==> src/rtl/logic_pipe.sv <==
// logic_pipe: registered logic/compare unit with valid/ready handshake on both sides.
// Define LOGIC_POPCNT_EN to build the multi-cycle chunked POPCNT (IDLE/BUSY FSM); otherwise opcode 101 is reserved.
module logic_pipe #(
  parameter int WIDTH      = 32,
  parameter int CHUNK      = 8,
  parameter int SIGNED_SLT = 0
) (
  input  logic             i_clk,
  input  logic             i_rst,
  input  logic             i_valid,
  output logic             o_ready,
  input  logic [WIDTH-1:0] first_op,
  input  logic [WIDTH-1:0] second_op,
  input  logic [2:0]       log_sel,
  output logic             o_valid,
  input  logic             i_ready,
  output logic [WIDTH-1:0] o_data,
  output logic             o_zero
);

  typedef enum logic [2:0] {
    OP_AND    = 3'b000,
    OP_OR     = 3'b001,
    OP_NOR    = 3'b010,
    OP_XOR    = 3'b011,
    OP_SLT    = 3'b100,
    OP_POPCNT = 3'b101,
    OP_ANDN   = 3'b110,
    OP_RSVD   = 3'b111
  } op_e;

  logic [WIDTH-1:0] data_q, data_d;
  logic             valid_q, valid_d;
  logic             zero_q, zero_d;
  logic             idle;
  logic             accept;
  logic             consume;
  logic             lt;
  logic [WIDTH-1:0] alu_res;

  // Single-cycle result; POPCNT falls to zero here and is produced by the BUSY path when built.
  always_comb begin
    // NOTE: every combinational output gets a default first so no path leaves it unassigned (no latch).
    alu_res = '0;
    if (SIGNED_SLT != 0) lt = ($signed(first_op) < $signed(second_op));
    else                 lt = (first_op < second_op);
    case (op_e'(log_sel))
      OP_AND:  alu_res = first_op & second_op;
      OP_OR:   alu_res = first_op | second_op;
      OP_NOR:  alu_res = ~(first_op | second_op);
      OP_XOR:  alu_res = first_op ^ second_op;
      OP_SLT:  alu_res = WIDTH'(lt);
      OP_ANDN: alu_res = first_op & ~second_op;
      default: alu_res = '0;
    endcase
  end

`ifdef LOGIC_POPCNT_EN
  localparam int N  = WIDTH / CHUNK;
  localparam int CW = $clog2(WIDTH + 1);
  localparam int IW = (N > 1) ? $clog2(N) : 1;

  typedef enum logic {S_IDLE, S_BUSY} state_e;

  state_e           state_q, state_d;
  logic [CW-1:0]    cnt_q, cnt_d;
  logic [IW-1:0]    idx_q, idx_d;
  logic [WIDTH-1:0] a_q, a_d;
  logic [CW-1:0]    chunk_cnt;
  logic [CW-1:0]    cnt_sum;
  logic             last_chunk;

  assign idle       = (state_q == S_IDLE);
  assign last_chunk = (idx_q == IW'(N - 1));
  assign cnt_sum    = cnt_q + chunk_cnt;

  // a_q shifts right one chunk per BUSY edge, so the active chunk is always its low CHUNK bits.
  always_comb begin
    chunk_cnt = '0;
    // NOTE: blocking assignments in combinational logic; the accumulation must see each prior partial sum.
    for (int i = 0; i < CHUNK; i++) chunk_cnt = chunk_cnt + CW'(a_q[i]);
  end
`else
  assign idle = 1'b1;
`endif

  assign o_ready = idle && (!valid_q || i_ready);
  assign accept  = i_valid && o_ready;
  assign consume = valid_q && i_ready;

  always_comb begin
    valid_d = valid_q;
    data_d  = data_q;
    zero_d  = zero_q;
`ifdef LOGIC_POPCNT_EN
    state_d = state_q;
    cnt_d   = cnt_q;
    idx_d   = idx_q;
    a_d     = a_q;
`endif
    if (consume) valid_d = 1'b0;

`ifdef LOGIC_POPCNT_EN
    if (state_q == S_BUSY) begin
      cnt_d = cnt_sum;
      idx_d = idx_q + 1'b1;
      a_d   = a_q >> CHUNK;
      if (last_chunk) begin
        data_d  = WIDTH'(cnt_sum);
        zero_d  = (cnt_sum == '0);
        valid_d = 1'b1;
        state_d = S_IDLE;
      end
    end else if (accept && (op_e'(log_sel) == OP_POPCNT)) begin
      state_d = S_BUSY;
      cnt_d   = '0;
      idx_d   = '0;
      a_d     = first_op;
    end else if (accept) begin
      data_d  = alu_res;
      zero_d  = (alu_res == '0);
      valid_d = 1'b1;
    end
`else
    if (accept) begin
      data_d  = alu_res;
      zero_d  = (alu_res == '0);
      valid_d = 1'b1;
    end
`endif
  end

  always_ff @(posedge i_clk) begin
    if (i_rst) begin
      valid_q <= 1'b0;
      data_q  <= '0;
      zero_q  <= 1'b1;
`ifdef LOGIC_POPCNT_EN
      state_q <= S_IDLE;
      cnt_q   <= '0;
      idx_q   <= '0;
`endif
    end else begin
      valid_q <= valid_d;
      data_q  <= data_d;
      zero_q  <= zero_d;
`ifdef LOGIC_POPCNT_EN
      state_q <= state_d;
      cnt_q   <= cnt_d;
      idx_q   <= idx_d;
`endif
    end
  end

`ifdef LOGIC_POPCNT_EN
  // NOTE: the operand shift register is not reset; it is always loaded on POPCNT acceptance before being read.
  always_ff @(posedge i_clk) begin
    a_q <= a_d;
  end
`endif

  assign o_valid = valid_q;
  assign o_data  = data_q;
  assign o_zero  = zero_q;

endmodule
==> config.mk <==
export PLATFORM = sky130hd
export DESIGN_NAME = logic_pipe
export DESIGN_NICKNAME = d
export VERILOG_FILES = /design/src/rtl/logic_pipe.sv
export SDC_FILE = /design/constraint.sdc
export NUM_CORES = 1
export LEC_CHECK = 0
export ABC_AREA = 0
export CAP_MARGIN = 20
export CORE_MARGIN = 2
export CORE_UTILIZATION = 48
export CTS_BUF_LIST = sky130_fd_sc_hd__clkbuf_8 sky130_fd_sc_hd__clkbuf_16
export CTS_CLUSTER_DIAMETER = 30
export DETAILED_ROUTE_END_ITERATION = 10
export GPL_ROUTABILITY_DRIVEN = 0
export MAX_ROUTING_LAYER = met4
export PLACE_DENSITY_LB_ADDON = 0.25
export RECOVER_POWER = 50
export REMOVE_ABC_BUFFERS = 1
export SYNTH_ARGS = -nofsm -noshare
export SYNTH_HDL_FRONTEND = slang
export SYNTH_SLANG_ARGS = --single-unit
==> constraint.sdc <==
create_clock -name i_clk -period 2.55 [get_ports i_clk]
set_input_delay 0.51 -clock i_clk [delete_from_list [all_inputs] [get_ports i_clk]]
set_output_delay 0.51 -clock i_clk [all_outputs]
set_load 0.005 [all_outputs]
==> impl_metrics.env, run 1 <==
export IMPL_status="complete, no violations"
export IMPL_tightest_slew_ps=653
export IMPL_grt_overflow=0
export IMPL_cts_tree="built"
export IMPL_first_global_vias=4256
export IMPL_drt_total_wl_um=12400
export IMPL_die_width_um=95.0
export IMPL_numCtsBuffers=5
export IMPL_max_freq_ghz=0.409
export IMPL_clock_sinks=34
export IMPL_pre_cts_ws_ps=-229
export IMPL_drt_iter0_markers=257
export IMPL_clock_skew_ps=4.69
export IMPL_drcViolationCount=0
export IMPL_min_period_ps=2450
export IMPL_cts_max_level=2
export IMPL_synth_seq_area_share_pct=17.1
export IMPL_holdCritPathClass="reg -> reg"
export IMPL_synth_edff_count=0
export IMPL_ant_nets=0
export IMPL_timing_final_crit_share_pct=95.9
export IMPL_rsz0062_at_grt="false"
export IMPL_critPathKind="in -> reg"
export IMPL_row_count=33
export IMPL_synth_seq_cells=34
export IMPL_n_fill_cell=631
export IMPL_peakVddDrop_uv=194
export IMPL_clock_power_share_pct=22.8
export IMPL_hpwlAfterDp_um=9550
export IMPL_grt_max_degree=37
export IMPL_cts_resized=0
export IMPL_stdcell_area_um2=5850
export IMPL_avgSynthCellArea_um2=7.86
export IMPL_post_cts_buffers=0
export IMPL_setup_violations_final=0
export IMPL_io_pins=106
export IMPL_cts_path_max_buffers=2
export IMPL_wire_per_inst_um=15.9
export IMPL_cp_start_kind="input port"
export IMPL_p_int_uw=1250
export IMPL_clock_insertion_delay_worst_skew_ps=290
export IMPL_yosysTopAreaCellShare_pct=20.1
export IMPL_die_y_um=95.0
export IMPL_synth_ff_type="dfxtp_1"
export IMPL_yosys_cell_types_count=42
export IMPL_switching_power_uw=644
export IMPL_met2_usage_pct=50.2
export IMPL_finalHoldViolations=0
export IMPL_crit_required_ps=2730
export IMPL_dr_pass1_iters=5
export IMPL_initial_core_util_pct=48.9
export IMPL_clockRootBuffer="clkbuf_8"
export IMPL_total_leakage_power_uw=0.00291
export IMPL_slew_headroom_pct=56.3
export IMPL_instances_no_fill=779
export IMPL_cap_viol_max_count=0
export IMPL_arrival_ps=2630
export IMPL_cts_hold_buffers=0
export IMPL_dieArea_um2=9030
export IMPL_drive_above_1_share_pct=16.2
export IMPL_grt_use_total_pct=27.9
export IMPL_seq_power_share_pct=31.4
export IMPL_core_area_um2=8130
export IMPL_via_per_inst=5.54
export IMPL_grtUsageMet1_pct=32.1
export IMPL_netlist_instances=506
export IMPL_port_buffers=105
export IMPL_synthArstFlopShare_pct=0
export IMPL_synth_area_leader_cell="ha_1"
export IMPL_synth_area_um2=3980
export IMPL_grt_first_pass_wirelength_um=19400
export IMPL_dp_cells=771
export IMPL_syn2layout_area_growth_pct=47.1
export IMPL_power_frac_comb_pct=45.8
export IMPL_antenna_found_initial=0
export IMPL_power_share_switching_pct=34.0
export IMPL_nNetsFinal=808
export IMPL_grt_busiest_layer="met2"
export IMPL_placed_cell_area_um2=5730
export IMPL_cts_clk_slew_worst_paths_ps=80
export IMPL_power_density_nw_per_um2=324
export IMPL_drv_slew=0
export IMPL_yosysWarnings=0
export IMPL_diodes=0
export IMPL_met3_usage_pct=2.77
export IMPL_endpoint_kind="flip-flop"
export IMPL_num_vias=4314
export IMPL_finalWorstSetupSlack_ps=104
export IMPL_synthTopCellsByArea="ha_1 20%, dfxtp_1 17%, mux2i_1 14%"
export IMPL_critPathMaxFanout=3
-- sequential cells by signal, indices dropped and copies added (netlist names) --
register,flops
o_data,32
o_zero,1
o_valid,1
-- routing by layer --
layer / wire (um) / part of all wire [%]
met1: 5300 / 43
met2: 6140 / 50
met3: 683 / 5.5
met4: 252 / 2.0
met5: 0 / 0
-- power groups by stage --
| stage | clock, uW | combinational [uW] | sequential (uW) |
|---|---|---|---|
| 2_1_floorplan | 0 | 374 | 609 |
| 4_1_cts | 436 | 866 | 598 |
| 3_3_place_gp | 0 | 833 | 609 |
| 6_report | 433 | 868 | 596 |
| 5_1_grt | 458 | 943 | 600 |
| 3_5_place_dp | 0 | 861 | 610 |
-- worst paths after layout --
| kind | from | end | slack, ps | depth (start not counted) |
|---|---|---|---|---|
| max | first_op[3] | o_zero | 100 | 10 |
| min | o_data[16] | o_data[16] | 490 | 2 |
| min reg2reg | o_data[16] | o_data[16] | 490 | 2 |
| max reg2reg | o_valid | o_data[3] | 1170 | 5 |
-- kinds of logic after synthesis --
family / Yosys count / synth area share, %
AO/OA/AOI/OAI: 105 / 20.5
adder cells (fa/ha/maj): 64 / 20.1
buffers and inverters: 113 / 11.4
flip-flops: 34 / 17.1
multiplexers: 57 / 14.3
AND/OR/NAND/NOR: 133 / 16.5
-- placed cells by master, fill, tap and decap left out, types with 2 or more instances in the layout --
master,Yosys,routed
nand2b_1,31,31
buf_4,2,84
o21ai_0,6,6
o31ai_1,3,3
o32ai_1,2,2
ha_1,64,63
nor2b_1,3,3
or4_1,2,2
a21oi_1,19,19
nor2_1,70,70
o32a_1,25,25
a221oi_1,3,2
o21bai_1,4,4
o211a_1,4,4
clkbuf_8,0,6
a211oi_1,28,28
inv_1,79,80
o32a_2,3,3
mux2i_1,57,57
nand4_1,7,7
nor3_1,2,2
dlygate4sd3_1,0,33
nor4_1,2,2
dfxtp_1,34,34
clkdlybuf4s50_1,0,71
nand2_1,7,7
buf_12,0,5
-- cell usage after synthesis, types with 4 or more instances --
cell type  number
o32a_1         25
nand2_1         7
inv_1          79
nand2b_1       31
o211a_1         4
ha_1           64
mux2i_1        57
nor2_1         70
buf_2           7
o21ai_0         6
nand4_1         7
a21oi_1        19
a211oi_1       28
o21bai_1        4
dfxtp_1        34
clkbuf_1       22
-- layout make-up --
type / instances / area [um^2] / share of cell area [%]
clock buffers: 6 / 82.6 / 1.41
inverters: 79 / 297 / 5.07
clock inverters: 2 / 8.76 / 0.150
multi-input cells: 359 / 2880 / 49.2
well taps: 105 / 131 / 2.24
repair buffers: 194 / 1780 / 30.3
flip-flops and latches: 34 / 681 / 11.6
-- worst max-delay path, stage by stage --
cell and delay, ps:
clkdlybuf4s50_1 520, inv_1 60, ha_1 330, nor2_1 60, a221oi_1 330, o221ai_2 160, o31ai_1 280, a211o_1 190
a21o_1 110, o21ai_1 60
-- per-stage QoR --
step           utilization, %  power (uW)  hold WS, ps  setup TNS [ps]
6_report                 72.0        1900          495               0
5_1_grt                  72.0        2000          525               0
4_1_cts                  71.6        1900          504               0
3_5_place_dp             70.4        1470          493            -439
3_3_place_gp             70.4        1440          489            -291
2_1_floorplan               -         983          462               0
No activity file was read; power rests on OpenSTA's default activity.
==> run 2: changes to the inputs <==
--- a/config.mk
+++ b/config.mk
@@ -6,9 +6,12 @@
 export NUM_CORES = 1
 export LEC_CHECK = 0
 export ABC_AREA = 0
+export ABC_CLOCK_PERIOD_IN_PS = 2550
 export CAP_MARGIN = 20
+export CELL_PAD_IN_SITES_DETAIL_PLACEMENT = 0
+export CELL_PAD_IN_SITES_GLOBAL_PLACEMENT = 1
 export CORE_MARGIN = 2
-export CORE_UTILIZATION = 48
+export CORE_UTILIZATION = 36
 export CTS_BUF_LIST = sky130_fd_sc_hd__clkbuf_8 sky130_fd_sc_hd__clkbuf_16
 export CTS_CLUSTER_DIAMETER = 30
 export DETAILED_ROUTE_END_ITERATION = 10
@@ -17,6 +20,7 @@
 export PLACE_DENSITY_LB_ADDON = 0.25
 export RECOVER_POWER = 50
 export REMOVE_ABC_BUFFERS = 1
+export SETUP_SLACK_MARGIN = 0.4
 export SYNTH_ARGS = -nofsm -noshare
 export SYNTH_HDL_FRONTEND = slang
 export SYNTH_SLANG_ARGS = --single-unit
==> run 2 against run 1 <==
  * Setup slack gained 340 ps
  * Global-route usage is 4.6 points lower
  * Via count is 2.5% lower
  * Maximum frequency up 16%
  * Design area is 9.5% higher
  * Sequential share of layout area is 1.0 points lower
  * Largest power group unchanged
==> impl_metrics.env, run 2 (same netlist as run 1, synthesis figures left out) <==
export IMPL_endpoint_kind="flip-flop"
export IMPL_placed_cell_area_um2=5890
export IMPL_syn2layout_area_growth_pct=61.2
export IMPL_drt_total_wl_um=13100
export IMPL_rsz0062_at_grt="true"
export IMPL_cp_start_kind="input port"
export IMPL_power_total_uw=2080
export IMPL_antenna_found_initial=0
export IMPL_clock_sinks=34
export IMPL_dr_pass1_iters=6
export IMPL_max_freq_ghz=0.474
export IMPL_cap_viol_max_count=0
export IMPL_clock_skew_ps=5.18
export IMPL_arrival_ps=2250
export IMPL_critPathMaxFanout=2
export IMPL_max_stage_delay_ps=500
export IMPL_tns_ps=0
export IMPL_cp_num_buf_inv=2
export IMPL_grt_use_total_pct=23.3
export IMPL_first_global_vias=4402
export IMPL_power_density_nw_per_um2=325
export IMPL_tightest_slew_ps=817
export IMPL_postLayoutCoreUtil_pct=59.4
export IMPL_final_common_cell="buf_4"
export IMPL_peakVddDrop_uv=224
export IMPL_core_area_um2=10800
export IMPL_r2r_cells=5
export IMPL_cts_path_max_buffers=2
export IMPL_crit_path_top_delay_cell="clkdlybuf4s50_1"
export IMPL_dieArea_um2=11900
export IMPL_port_buffers=105
export IMPL_grt_overflow=0
export IMPL_wire_per_inst_um=15.8
export IMPL_grt_first_pass_wirelength_um=21200
export IMPL_status="complete, no violations"
export IMPL_setup_violations_final=0
export IMPL_stdcell_area_um2=6410
export IMPL_crit_chain="clkdlybuf4s50_1, inv_2, ha_4, or4_4, a211o_1, a21oi_1, a21oi_1"
export IMPL_cts_max_level=2
export IMPL_numCtsBuffers=5
export IMPL_die_y_um=109
export IMPL_crit_required_ps=2690
export IMPL_largest_register_ffs=32
export IMPL_hold_depth=2
export IMPL_hpwlAfterDp_um=9810
export IMPL_clock_insertion_delay_worst_skew_ps=290
export IMPL_io_pins=106
export IMPL_row_count=38
export IMPL_cp_depth=7
export IMPL_initial_core_util_pct=36.9
export IMPL_clockRootBuffer="clkbuf_8"
export IMPL_min_period_ps=2110
export IMPL_die_width_um=109
export IMPL_timing_final_crit_share_pct=82.8
export IMPL_drt_iter0_markers=183
export IMPL_diodes=0
export IMPL_via_per_inst=5.06
export IMPL_finalHoldViolations=0
export IMPL_drcViolationCount=0
export IMPL_nNetsFinal=826
export IMPL_ant_nets=0
export IMPL_layout_common_cells="96 x buf_4, 68 x nor2_1, 57 x mux2i_1"
export IMPL_slew_headroom_pct=45.5
export IMPL_num_vias=4207
export IMPL_crit_family="buffers and inverters"
export IMPL_grt_max_degree=44
export IMPL_drv_slew=0
export IMPL_drive_above_1_share_pct=30.3
export IMPL_crit_path_frequent_cell="a21oi_1"
export IMPL_critPathKind="in -> reg"
export IMPL_cts_tree="built"
export IMPL_cts_clk_slew_worst_paths_ps=70
export IMPL_holdCritPathClass="reg -> reg"
export IMPL_hold_slack_ps=499
export IMPL_total_leakage_power_uw=0.00305
[run 2: cell types whose count changed in the layout (fill, tap and decap cells not counted), sizes merged, moves of 6 or more]
cell | before | now
clkdlybuf4s50 | 71 | 21
dlygate4sd2 | 0 | 49
buf | 90 | 105
dlygate4sd3 | 33 | 18
clkdlybuf4s15 | 0 | 9
clkbuf | 6 | 12
[run 2: cell type report]
| class | count | area (um^2) |
|---|---|---|
| Clock buffer | 5 | 68.8 |
| Clock inverter | 3 | 40.0 |
| Fill cell | 1007 | 4380 |
| Inverter | 79 | 297 |
| Multi-Input combinational cell | 359 | 3280 |
| Sequential cell | 34 | 681 |
| Tap cell | 140 | 175 |
| Timing Repair Buffer | 212 | 1870 |
[run 2: tightest hold or removal path, stage by stage, from the launching register on]
cell and delay [ps]:
dfxtp_1 310, nor2_1 90, a211oi_1 50
[run 2: per-layer routing]
layer,vias up,global-route usage (%),wire length [um]
li1,2127,-,-
met1,1948,28.9,6030
met2,117,40.2,6310
met3,15,2.63,617
met4,0,6.04,174
met5,-,-,0
[run 2: timing repair]
item,CTS,global route
buffers inserted,5,1
hold endpoints to repair,0,0
cloned,0,0
hold buffers,0,0
pin swaps,23,18
endpoints found under the setup margin,3,2
resized for setup,147,27
[run 2: worst paths after layout]
kind                                    from          to  slack [ps]
worst max-delay path            first_op[26]   o_data[0]         440
worst max register to register       o_valid   o_data[8]         830
worst min register to register    o_data[19]  o_data[19]         500
worst min-delay path              o_data[19]  o_data[19]         500
[run 2: stage by stage]
| stage | worst slack [ps] | cells |
|---|---|---|
| finish | 439 | 832 |
| global route | 275 | 832 |
| CTS | 407 | 831 |
| detailed placement | -268 | 818 |
| global placement | -190 | 818 |
| floorplan | 90.9 | 472 |
[run 2: power by group]
part | internal, uW | switching, uW
Combinational | 516 | 453
Sequential | 573 | 24.5
Clock | 288 | 227
Total | 1380 | 704
